`config.mk`:
```
export PLATFORM = sky130hd
export DESIGN_NAME = fetch_sequencer
export DESIGN_NICKNAME = d
export VERILOG_FILES = /design/src/rtl/fetch_sequencer.sv
export SDC_FILE = /design/constraint.sdc
export NUM_CORES = 1
export LEC_CHECK = 0
export BUFFER_PORTS_ARGS = -buffer_cell sky130_fd_sc_hd__buf_2
export CAP_MARGIN = 20
export CORE_ASPECT_RATIO = 1.1
export CORE_MARGIN = 2
export CORE_UTILIZATION = 51
export CTS_CLUSTER_SIZE = 10
export DETAILED_ROUTE_END_ITERATION = 10
export PLACE_DENSITY = 0.92
export SYNTH_ARGS = -nofsm -noshare
export SYNTH_HDL_FRONTEND = slang
export SYNTH_SLANG_ARGS = --single-unit
```
`constraint.sdc`:
```
create_clock -name clk -period 2.6 [get_ports clk]
set_input_delay 0.52 -clock clk [delete_from_list [all_inputs] [get_ports clk]]
set_output_delay 0.52 -clock clk [all_outputs]
set_load 0.05 [all_outputs]
```
`src/rtl/fetch_sequencer.sv`:
```
// fetch_sequencer
//   Program counter and fetch controller for the instruction memory of the
//   single-cycle datapath. It drives the combinational read address,
//   registers the returned word and hands it to decode over a valid/ready
//   handshake. It also handles stalls, branch/jump redirects,
//   start/restart, halt-word detection and end-of-memory wrap or halt.
//
// Ports
//   clk, rst_n      rising-edge clock, asynchronous active-low reset
//   start           begin fetching at address 0 (IDLE/HALTED only)
//   imem_addr       read address to instruction memory (= pc)
//   imem_rdata      word returned combinationally for imem_addr
//   instr_out       registered instruction presented to decode
//   pc_out          address instr_out was fetched from
//   instr_valid     instr_out/pc_out valid
//   instr_ready     decode accepts instr_out this cycle
//   redirect_valid  taken branch/jump: flush and refetch from redirect_addr
//   redirect_addr   new fetch address
//   busy            state is FETCH
//   halted          state is HALTED
module fetch_sequencer #(
  parameter int                 ADDR_W    = 3,
  parameter int                 INSTR_W   = 16,
  parameter logic [INSTR_W-1:0] HALT_WORD = 16'hFFFF,
  parameter bit                 WRAP_EN   = 1'b1
) (
  input  logic               clk,
  input  logic               rst_n,
  input  logic               start,
  output logic [ADDR_W-1:0]  imem_addr,
  input  logic [INSTR_W-1:0] imem_rdata,
  output logic [INSTR_W-1:0] instr_out,
  output logic [ADDR_W-1:0]  pc_out,
  output logic               instr_valid,
  input  logic               instr_ready,
  input  logic               redirect_valid,
  input  logic [ADDR_W-1:0]  redirect_addr,
  output logic               busy,
  output logic               halted
);

  typedef enum logic [1:0] {
    IDLE   = 2'd0,
    FETCH  = 2'd1,
    HALTED = 2'd2
  } state_t;

  localparam logic [ADDR_W-1:0] PC_MAX = '1;

  state_t             state, state_nxt;
  logic [ADDR_W-1:0]  pc, pc_nxt;
  logic [ADDR_W-1:0]  pc_out_nxt;
  logic [INSTR_W-1:0] instr_nxt;
  logic               valid_nxt;
  logic               slot_free;

  // The output register can take a new word when it is empty or its
  // current word is being accepted this cycle.
  assign slot_free = !instr_valid || instr_ready;
  assign imem_addr = pc;
  assign busy      = (state == FETCH);
  assign halted    = (state == HALTED);

  always_ff @(posedge clk or negedge rst_n) begin
    if (!rst_n) begin
      state       <= IDLE;
      pc          <= '0;
      instr_out   <= '0;
      pc_out      <= '0;
      instr_valid <= 1'b0;
    end else begin
      state       <= state_nxt;
      pc          <= pc_nxt;
      instr_out   <= instr_nxt;
      pc_out      <= pc_out_nxt;
      instr_valid <= valid_nxt;
    end
  end

  always_comb begin
    state_nxt  = state;
    pc_nxt     = pc;
    instr_nxt  = instr_out;
    pc_out_nxt = pc_out;
    valid_nxt  = instr_valid;

    // Drain applies in every state, so a word left pending when the
    // sequencer halts is still handed over to decode.
    if (instr_valid && instr_ready) begin
      valid_nxt = 1'b0;
    end

    case (state)
      IDLE, HALTED: begin
        if (start) begin
          state_nxt = FETCH;
          pc_nxt    = '0;
        end
      end

      FETCH: begin
        // A redirect flushes the output even during a stall, and it takes
        // priority over capture, halt detection and wrap-halt.
        if (redirect_valid) begin
          pc_nxt    = redirect_addr;
          valid_nxt = 1'b0;
        end else if (slot_free) begin
          if (imem_rdata == HALT_WORD) begin
            // The halt word is never presented; pc stays on it.
            state_nxt = HALTED;
          end else begin
            instr_nxt  = imem_rdata;
            pc_out_nxt = pc;
            valid_nxt  = 1'b1;
            if (!WRAP_EN && (pc == PC_MAX)) begin
              state_nxt = HALTED;
              pc_nxt    = '0;
            end else begin
              pc_nxt = pc + 1'b1;
            end
          end
        end
      end

      default: begin
        state_nxt = IDLE;
      end
    endcase
  end

endmodule
```
==> summary.md, run 1 <==
| Metric | Value |
|---|---|
| Die Span Y | 55.5 um |
| Mapped cell area | 1230 um2 |
| Clk_lat worst skew | 320 ps |
| Routed len/inst | 15.2 um |
| FP Rows | 18 |
| Min cycle time layout | 1890 ps |
| DR WL met2 | 1310 um |
| Setup_tns | 0 ps |
| Synth area leaders | dfrtp_1 (51%), mux2_4 (23%), buf_12 (3.3%) |
| Synth area leader | dfrtp_1 |
| Crit path required time | approximately 2100 ps |
| CP max FO | 6 |
| Critical R2R Capture | instr_out[4] |
| Relative slew margins | between 60% and 70% |
| Top Layer Used | met4 |
| Crit start category | register |
| Synthesis warning total | 0 |
| Die W | 50.8 um |
| Synth cell types | 32 |
| Seq/Total Area, Yosys | 50.8% |
| Vias | 870 |
| Layout fillers | 164 |
| Initial antenna violation count | 0 |
| Post-synthesis net count | 109 |
| Placed Area | 1460 um2 |
| CTS Buf Count | 3 |
| Clock buffer depth | 2 |
| RSZ-0062 raised after global routing | false |
| Pleak | 0.785 nW |
| Top FF cell, synth | dfrtp_1 |
| Endpoints failing setup | 0 |
| Routed met1 length | 1030 um |
| Root Buffer | clkbuf_4 |
| Fmax | 529 MHz |
| RD Place Congestion | 0.760 |
| Crit path launch | state[1] |
| Setup Buffers After CTS | 0 |
| Hold/Removal Path Class | in2async |
| Number of detailed-route iterations in the first pass | 4 |
| Vias in the first global route | 873 |
| Worst setup endpoint | busy |
| # resized after CTS | 0 |
| Largest net degree at the start of global routing | 26 |
| Final Skew | 13.8 ps |
| Worst r2r src | state[1] |
| CP arrival | 1370 ps |
| Final WL | 2480 um |
| Slew @ Worst Pin | between 500 and 600 ps |
| Setup CP Type | reg2out |
| Clock sinks | 25 |
| Storage element area | between 600 and 700 um2 |
| Pwr dens | 778 nW/um2 |
| Initial Util | a little over half |
| Fin crit share | 72.6% |
| First DRT Iteration DRCs | 15 |
| Routed vias/inst | 5.34 |
| Die area | around 2800 um2 |
| GR Overflow Total | 0 |
| Final hold viol count | 0 |
| Port Buffers | 48 |
| Core area | 2270 um2 |
| Multi-input logic area | 536 um2 |
| Post-synth EDFFs | 0 |
| Async set-reset flop share out of synthesis | 100% |
| DRC | 0 |
| Met3 wire length | 88 um |
| Max_cap viols | 0 |
| Outcome | complete, no violations |
| Non-Filler Instances | about 160 |
| Fin area | 1490 um2 |
| Area share of the largest cell type after synthesis | 50.8% |
| DP HPWL | 1940 um |
| Most common cell in the synthesized netlist | dfrtp_1 |
| First-pass GRT wire length | slightly above 4000 um |
| Avg Inst Size Synth | between 10 and 15 um2 |
| Minimum setup slack among reg-to-reg paths | 970 ps |
| Setup WS post-layout | 711 ps |
| Pins over their slew limit | 0 |
| Dpl cells | 159 |
| Hold buffer count at cts | 0 |
| Number of diodes | 0 |
| Maximum vdd drop | 0.438 mV |
| Worst slack, placed | ~500 ps |
| Synth top cells by count | dfrtp_1 (25), mux2_4 (19), inv_1 (5) |
| Post-synthesis register bit count | 25 |
| Clock Pin Slew Worst Setup and Hold Paths | about 130 ps |
| Reg2reg path depth | 4 |
| Crit end category | primary output |
| CTS tree | built |
| Ports | 49 |
| Final ANT Viol Nets | 0 |
| GRT Total Usage | a little under a fifth |
| Layout cells sized above 1 | a little under three fifths |
| Area growth syn-to-layout | 20.8% |
| Htree depth | 1 |
| Synthesized instance count | 84 |
| Nets | 159 |
-- area by class of cell --
type | count | share of cell area [%]
inverters | 6 | 1.51
well taps | 30 | 2.52
flip-flops and latches | 25 | 42.1
repair buffers | 48 | 16.1
multi-input cells | 50 | 36.0
clock buffers | 4 | 1.77
-- cells by family (layout without fill, tap and decap cells) --
group / Yosys count / after routing / share of synthesized area, %
muxes: 20 / 20 / 24.0
xor gates and xnor gates: 1 / 1 / 0.712
AOI/OAI and AO/OA: 10 / 10 / 6.00
and+or+nand+nor: 18 / 18 / 11.8
DFF: 25 / 25 / 50.8
buffers and inverters: 9 / 58 / 5.69
adders and majority gates: 1 / 1 / 1.02
-- state kept, by name, indices dropped and copies added, names as in the netlist --
name and flops:
instr_out 16, imem_addr 3, pc_out 3, state 2
instr_valid 1
-- layout by cell type (no fill, tap or decap), types with 2 or more instances in the layout --
master / synthesis / layout
dfrtp_1: 25 / 25
nand4_1: 4 / 4
clkbuf_4: 1 / 3
buf_2: 0 / 48
inv_1: 5 / 5
nor2_1: 2 / 2
nor3b_1: 2 / 2
mux2_4: 19 / 19
-- worst min-delay path by stage --
stage | slack [ps] | endpoint | cells after the start | from
3_5_place_dp | 490 | instr_out[8] | 1 | instr_out[8]
5_1_grt | 190 | pc_out[0] | 1 | rst_n
4_1_cts | 180 | pc_out[0] | 1 | rst_n
3_3_place_gp | 490 | instr_out[6] | 1 | instr_out[6]
2_1_floorplan | 220 | imem_addr[0] | 0 | rst_n
6_report | 160 | pc_out[0] | 1 | rst_n
-- power breakdown --
part	internal, mW	switching, mW	total (mW)
clock	0.0600	0.109	0.169
combinational	0.156	0.332	0.488
sequential	0.453	0.0458	0.499
-- routing by layer --
| layer | GRT usage [%] | vias to the layer above |
|---|---|---|
| met5 | 0 | - |
| met4 | 8.11 | 0 |
| met3 | 1.62 | 5 |
| met2 | 34.0 | 31 |
| met1 | 23.1 | 430 |
| li1 | - | 404 |
-- through the flow --
step           util [%]  total power, mW  hold WS [ps]
2_1_floorplan         -            0.875           224
3_3_place_gp       64.2            0.975           488
3_5_place_dp       64.2            0.996           490
4_1_cts            65.4             1.17           178
5_1_grt            65.4             1.20           195
6_report           65.4             1.16           164
-- critical path, stage by stage, from the launching register on --
cell and delay [ps]:
dfrtp_1 400, nand2b_2 220, inv_2 140, buf_2 280
Power figures use the tool's default switching activity.
==> inputs of run 2 (changes only) <==
- CORE_UTILIZATION: 51 -> 47
- PLACE_DENSITY: 0.92 -> 0.87
- clock period: 2.6 -> 1.9 ns (I/O delays scaled with it)
==> run 2 against run 1 <==
Sequential power is 36% higher; critical path depth stayed put; clock-buffer cell count stayed put; flip-flop and latch count stayed put; setup slack worse by 530 ps; die area is 7.9% higher; clock skew is 12 ps lower; non-clock buffer count is 2 higher; combinational power is 37% higher; cell area is 2.8% higher; largest power group unchanged.
==> summary.md, run 2 (synthesis gave the netlist of run 1 again) <==
| Metric | Value |
|---|---|
| CTS Buf Count | 3 (unchanged) |
| Initial Util | 49.3% (-4.8 points) |
| Number of diodes | 0 (unchanged) |
| Commonest non-fill, non-tap cell in the layout | buf_2 |
| Fmax | 581 MHz |
| Die Span Y | 57.7 um (+3.9%) |
| Die area | 3050 um2 (+7.9%) |
| DRC | 0 (unchanged) |
| Top reg by flops | instr_out |
| Internal Pwr Total | 0.924 mW (+38%) |
| Setup CP Type | reg2out |
| FP Rows | 19 (+1) |
| Worst r2r src | state[1] |
| Max_cap viols | 0 (unchanged) |
| Number of detailed-route iterations in the first pass | 3 (-1) |
| Pwr dens | 1030 nW/um2 (+33%) |
| Root Buffer | clkbuf_4 |
| First DRT Iteration DRCs | 14 (-1) |
| Clk_lat worst skew | 310 ps (about the same) |
| Setup_tns | 0 ps (unchanged) |
| Port Buffers | 48 (unchanged) |
| CP arrival | 1340 ps (-30 ps) |
| CTS tree | built |
| Power share of the clock group | 14.5% (about the same) |
| Htree depth | 1 (unchanged) |
| Nets | 161 (+1.3%) |
| Pleak | 0.804 nW (+2.5%) |
| Slew @ Worst Pin | 534 ps (-24.3 ps) |
| Relative slew margins | 64.4% (+1.6 points) |
| # resized after CTS | 0 (unchanged) |
| Die W | 52.8 um (+3.8%) |
| Routed len/inst | 13.9 um (-8.5%) |
| DP HPWL | 1850 um (-4.4%) |
| Non-Filler Instances | 166 (+1.8%) |
| Switching pwr | 0.654 mW (+34%) |
| Dpl cells | 162 (+1.9%) |
| Sw Share | 41.4% (-0.71 points) |
| Hold buffer count at cts | 0 (unchanged) |
| Ports | 49 (unchanged) |
| Outcome | complete, no violations |
| Initial antenna violation count | 0 (unchanged) |
| RD Place Congestion | 0.827 (+8.8%) |
| Layout cells sized above 1 | 57.8% (+0.63 points) |
| Commonest cells after routing, fill and taps aside | buf_2 (48), dfrtp_1 (25), mux2_4 (19) |
| Crit path required time | 1520 ps (-560 ps) |
| Endpoints failing setup | 0 (unchanged) |
| Logic gate share of total power | 42.4% (+0.2 points) |
| GRT Total Usage | 16.4% (-2.7 points) |
| Part of the power in registers | 43.2% (about the same) |
| Clock buffer depth | 2 (unchanged) |
| Crit end category | primary output |
| Max FFs per register | 16 (unchanged) |
| Layout fillers | 212 (+29%) |
| CP max FO | 6 (unchanged) |
| Area growth syn-to-layout | 24.2% |
| Final ANT Viol Nets | 0 (unchanged) |
| Setup Buffers After CTS | 0 (unchanged) |
| Critical R2R Capture | instr_out[15] |
| First-pass GRT wire length | 3720 um (-8.0%) |
| Crit start category | register |
| Final hold viol count | 0 (unchanged) |
| Fin crit share | 90.6% |
| Final Skew | 1.80 ps (-11.9 ps) |
| Pins over their slew limit | 0 (unchanged) |
| Vias in the first global route | 840 (-3.8%) |
| Core area | 2500 um2 (+9.7%) |
| Minimum setup slack among reg-to-reg paths | 460 ps (-510 ps) |
| Routed vias/inst | 5.06 (-5.2%) |
| Vias | 840 (-3.4%) |
| Largest net degree at the start of global routing | 26 (unchanged) |
| Maximum vdd drop | 0.704 mV (+61%) |
| GR Overflow Total | 0 (unchanged) |
| Storage element area | 626 um2 (unchanged) |
| Clock Pin Slew Worst Setup and Hold Paths | 130 ps (about the same) |
| Reg2reg path depth | 5 (+1) |
| Hold/Removal Path Class | in2async |
| RSZ-0062 raised after global routing | false |
| Clock sinks | 25 (unchanged) |
| Multi-input logic area | 536 um2 (unchanged) |
| Final WL | 2310 um (-6.8%) |
| Min cycle time layout | 1720 ps |
-- run 2: stage by stage --
step | instance area, um2 | setup slack (ps) | hold WS, ps | total power, mW | util [%]
after detailed placement | 1500 | 4.26 | 397 | 1.36 | 60.2
after floorplan | 1230 | 234 | 84.4 | 1.20 | -
final | 1530 | 179 | 31.0 | 1.58 | 61.3
after global placement | 1500 | 72.3 | 382 | 1.35 | 60.2
after global routing | 1530 | 114 | 58.4 | 1.66 | 61.3
after CTS | 1530 | 180 | 49.5 | 1.60 | 61.3
-- run 2: critical path: stages, from the launching register on --
cell and delay (ps):
dfrtp_1 390, nand2b_2 220, inv_2 140, buf_2 280
-- run 2: layout make-up --
type	count	share of cell area, %
repair buffers	50	18.3
inverters	6	1.47
multi-input cells	50	35.0
well taps	31	2.54
flip-flops and latches	25	40.9
clock buffers	4	1.72
-- run 2: how the worst max path moves through the flow --
stage / from / end / slack, ps / cells after the start
final: state[1] / busy / 180 / 3
after global routing: state[1] / busy / 110 / 3
after CTS: state[1] / busy / 180 / 3
after detailed placement: imem_rdata[6] / pc_out[0] / 4 / 6
after global placement: imem_rdata[6] / instr_out[14] / 70 / 6
after floorplan: imem_rdata[6] / instr_out[0] / 230 / 5
-- run 2: power by group through the flow --
stage               sequential, mW  combinational, mW  clock (mW)
detailed placement           0.691              0.673           0
finish                       0.681              0.668       0.228
floorplan                     1.00              0.196           0
CTS                          0.682              0.675       0.239
global route                 0.693              0.701       0.263
global placement             0.689              0.659           0
-- run 2: layer usage --
layer	track usage, %	wire length [um]	share of wire, %
met3	2.32	118	5.1
met2	26.8	1120	48
met1	22.3	1050	45
met5	0	0	0
met4	5.49	27	1.2
==> inputs of run 3 (changes only) <==
- SETUP_SLACK_MARGIN: default -> 0.5
- SKIP_LAST_GASP: default -> 1
==> run 3 against run 2 <==
Clock-buffer cell count decreased by 1; clock power increased by 7%; via count increased by 7.0%; sequential power increased by 0.6%; first-iteration DRC count increased by 57%; largest power group is now combinational cells.
==> summary.md, run 3 (synthesis gave the netlist of run 1 again) <==
| Metric | Value |
|---|---|
| Outcome | complete, no violations |
| Number of detailed-route iterations in the first pass | 4 (+1) |
| Final WL | 2810 um (+21%) |
| CTS tree | built |
| Pleak | 0.872 nW (+8.4%) |
| Met3 wire length | 126 um (+6.8%) |
| Clock Pin Slew Worst Setup and Hold Paths | 150 ps (+20 ps) |
| Critical path cell sequence | nand2b_4 -> clkinv_4 -> buf_8 |
| First DRT Iteration DRCs | 22 (+8) |
| Slew @ Worst Pin | 564 ps (+30.4 ps) |
| Worst r2r src | state[1] |
| Fmax | 670 MHz (+15%) |
| Commonest non-fill, non-tap cell in the layout | buf_2 |
| Crit end category | primary output |
| Storage element area | 628 um2 (+0.40%) |
| Clock sinks | 25 (unchanged) |
| Port Buffers | 48 (unchanged) |
| Crit path required time | 1520 ps (about the same) |
| Endpoints failing setup | 0 (unchanged) |
| Vias in the first global route | 943 (+12%) |
| GR Overflow Total | 0 (unchanged) |
| Htree depth | 1 (unchanged) |
| RD Place Congestion | 0.771 (-6.8%) |
| Layout cells sized above 1 | 64.6% (+6.8 points) |
| Clock buffer depth | 2 (unchanged) |
| Multi-input logic area | 562 um2 (+4.9%) |
| Crit start category | register |
| Non-Filler Instances | 175 (+5.4%) |
| Slowest stage delay, CP | 420 ps (+30 ps) |
| Setup CP Type | reg2out |
| Die area | 3050 um2 (unchanged) |
| Fin crit share | 78.6% (-12 points) |
| CP max FO | 3 (-3) |
| DR WL met2 | 1460 um (+30%) |
| CP bufs+invs | 2 (unchanged) |
| First-pass GRT wire length | 4340 um (+17%) |
| CP max-delay cell | dfrtp_1 |
| Die Span Y | 57.7 um (unchanged) |
| Pins over their slew limit | 0 (unchanged) |
| Initial Util | 49.3% (unchanged) |
| Largest delay share family, worst path | flip-flops |
| Hold/Removal Path Class | in2async |
| Max FFs per register | 16 (unchanged) |
| Nets | 170 (+5.6%) |
| Largest net degree at the start of global routing | 26 (unchanged) |
| Routed len/inst | 16.1 um (+15%) |
| Clk_lat worst skew | 330 ps (+20 ps) |
| Dpl cells | 163 (+0.62%) |
| Final ANT Viol Nets | 0 (unchanged) |
| Total power | 1.67 mW (+5.8%) |
| Ports | 49 (unchanged) |
| Initial antenna violation count | 0 (unchanged) |
| Relative slew margins | 62.4% (-2.0 points) |
| Root Buffer | clkbuf_4 |
| Final Skew | 15.8 ps (+14.0 ps) |
| Routed met1 length | 1170 um (+12%) |
| CP arrival | 1110 ps (-230 ps) |
| Top reg by flops | instr_out |
| Maximum vdd drop | 0.665 mV (-5.6%) |
| GRT Total Usage | 19.5% (+3.2 points) |
| Core area | 2500 um2 (unchanged) |
| Area growth syn-to-layout | 36.3% |
| DP HPWL | 1960 um (+5.9%) |
| Die W | 52.8 um (unchanged) |
| Layout fillers | 181 (-15%) |
| Final hold viol count | 0 (unchanged) |
| Commonest cells after routing, fill and taps aside | buf_2 (37), dfrtp_1 (23), mux2_4 (19) |
| Setup_tns | 0 ps (unchanged) |
| CTS Buf Count | 3 (unchanged) |
| Number of diodes | 0 (unchanged) |
| Hold buffer count at cts | 0 (unchanged) |
| FP Rows | 19 (unchanged) |
| Vias | 899 (+7.0%) |
| Crit path launch | state[1] |
| Pwr dens | 994 nW/um2 (-3.6%) |
| Top Layer Used | met4 |
| Routed vias/inst | 5.14 (+1.5%) |
| RSZ-0062 raised after global routing | true |
| Min cycle time layout | 1490 ps (-228 ps) |
| Max_cap viols | 0 (unchanged) |
| DRC | 0 (unchanged) |
## run 3: cell type report
type / count / area share [%]
clock buffers: 3 / 1.34
clock inverters: 1 / 0.298
inverters: 6 / 1.64
multi-input cells: 50 / 33.5
flip-flops and latches: 25 / 37.4
well taps: 31 / 2.31
repair buffers: 59 / 23.5
## run 3: final timing paths
| check | slack [ps] | to | depth (start not counted) |
|---|---|---|---|
| worst max-delay path | 410 | busy | 3 |
| worst min-delay path | 20 | state[1] | 1 |
| worst max register to register | 470 | instr_out[0] | 6 |
| worst min register to register | 520 | instr_out[11] | 1 |
| max in group asynchronous | 1470 | state[0] | 1 |
| min in group clk | 290 | instr_out[10] | 2 |
## run 3: metal layers
metal  vias to the layer above  GRT usage [%]
li1                        421              -
met1                       436           25.3
met2                        34           32.1
met3                         8           3.09
met4                         0           8.79
met5                         -              0
## run 3: power breakdown
group / switching [mW] / total [mW] / internal (mW)
combinational: 0.469 / 0.739 / 0.270
clock: 0.165 / 0.244 / 0.0789
sequential: 0.0642 / 0.685 / 0.621
## run 3: metrics by stage
step                      utilization (%)  hold slack [ps]  setup WS, ps  area [um2]
after floorplan                         -             84.4           234        1230
after global placement               60.7              387           170        1510
after detailed placement             60.7              403           155        1510
after CTS                            64.7             22.9           401        1610
after global routing                 67.2             44.0           361        1680
final                                67.2             18.3           407        1680
## run 3: worst reg2reg max path, stage by stage, from the launching register on
cell      delay [ps]
dfrtp_1          420
nand2b_4         170
clkinv_4          60
buf_6             90
nand3b_4         110
buf_12           170
mux2_4           300
## run 3: what timing repair did
action	CTS	global route
setup endpoints to repair	23	32
resized for setup	13	13
buffers inserted	4	4
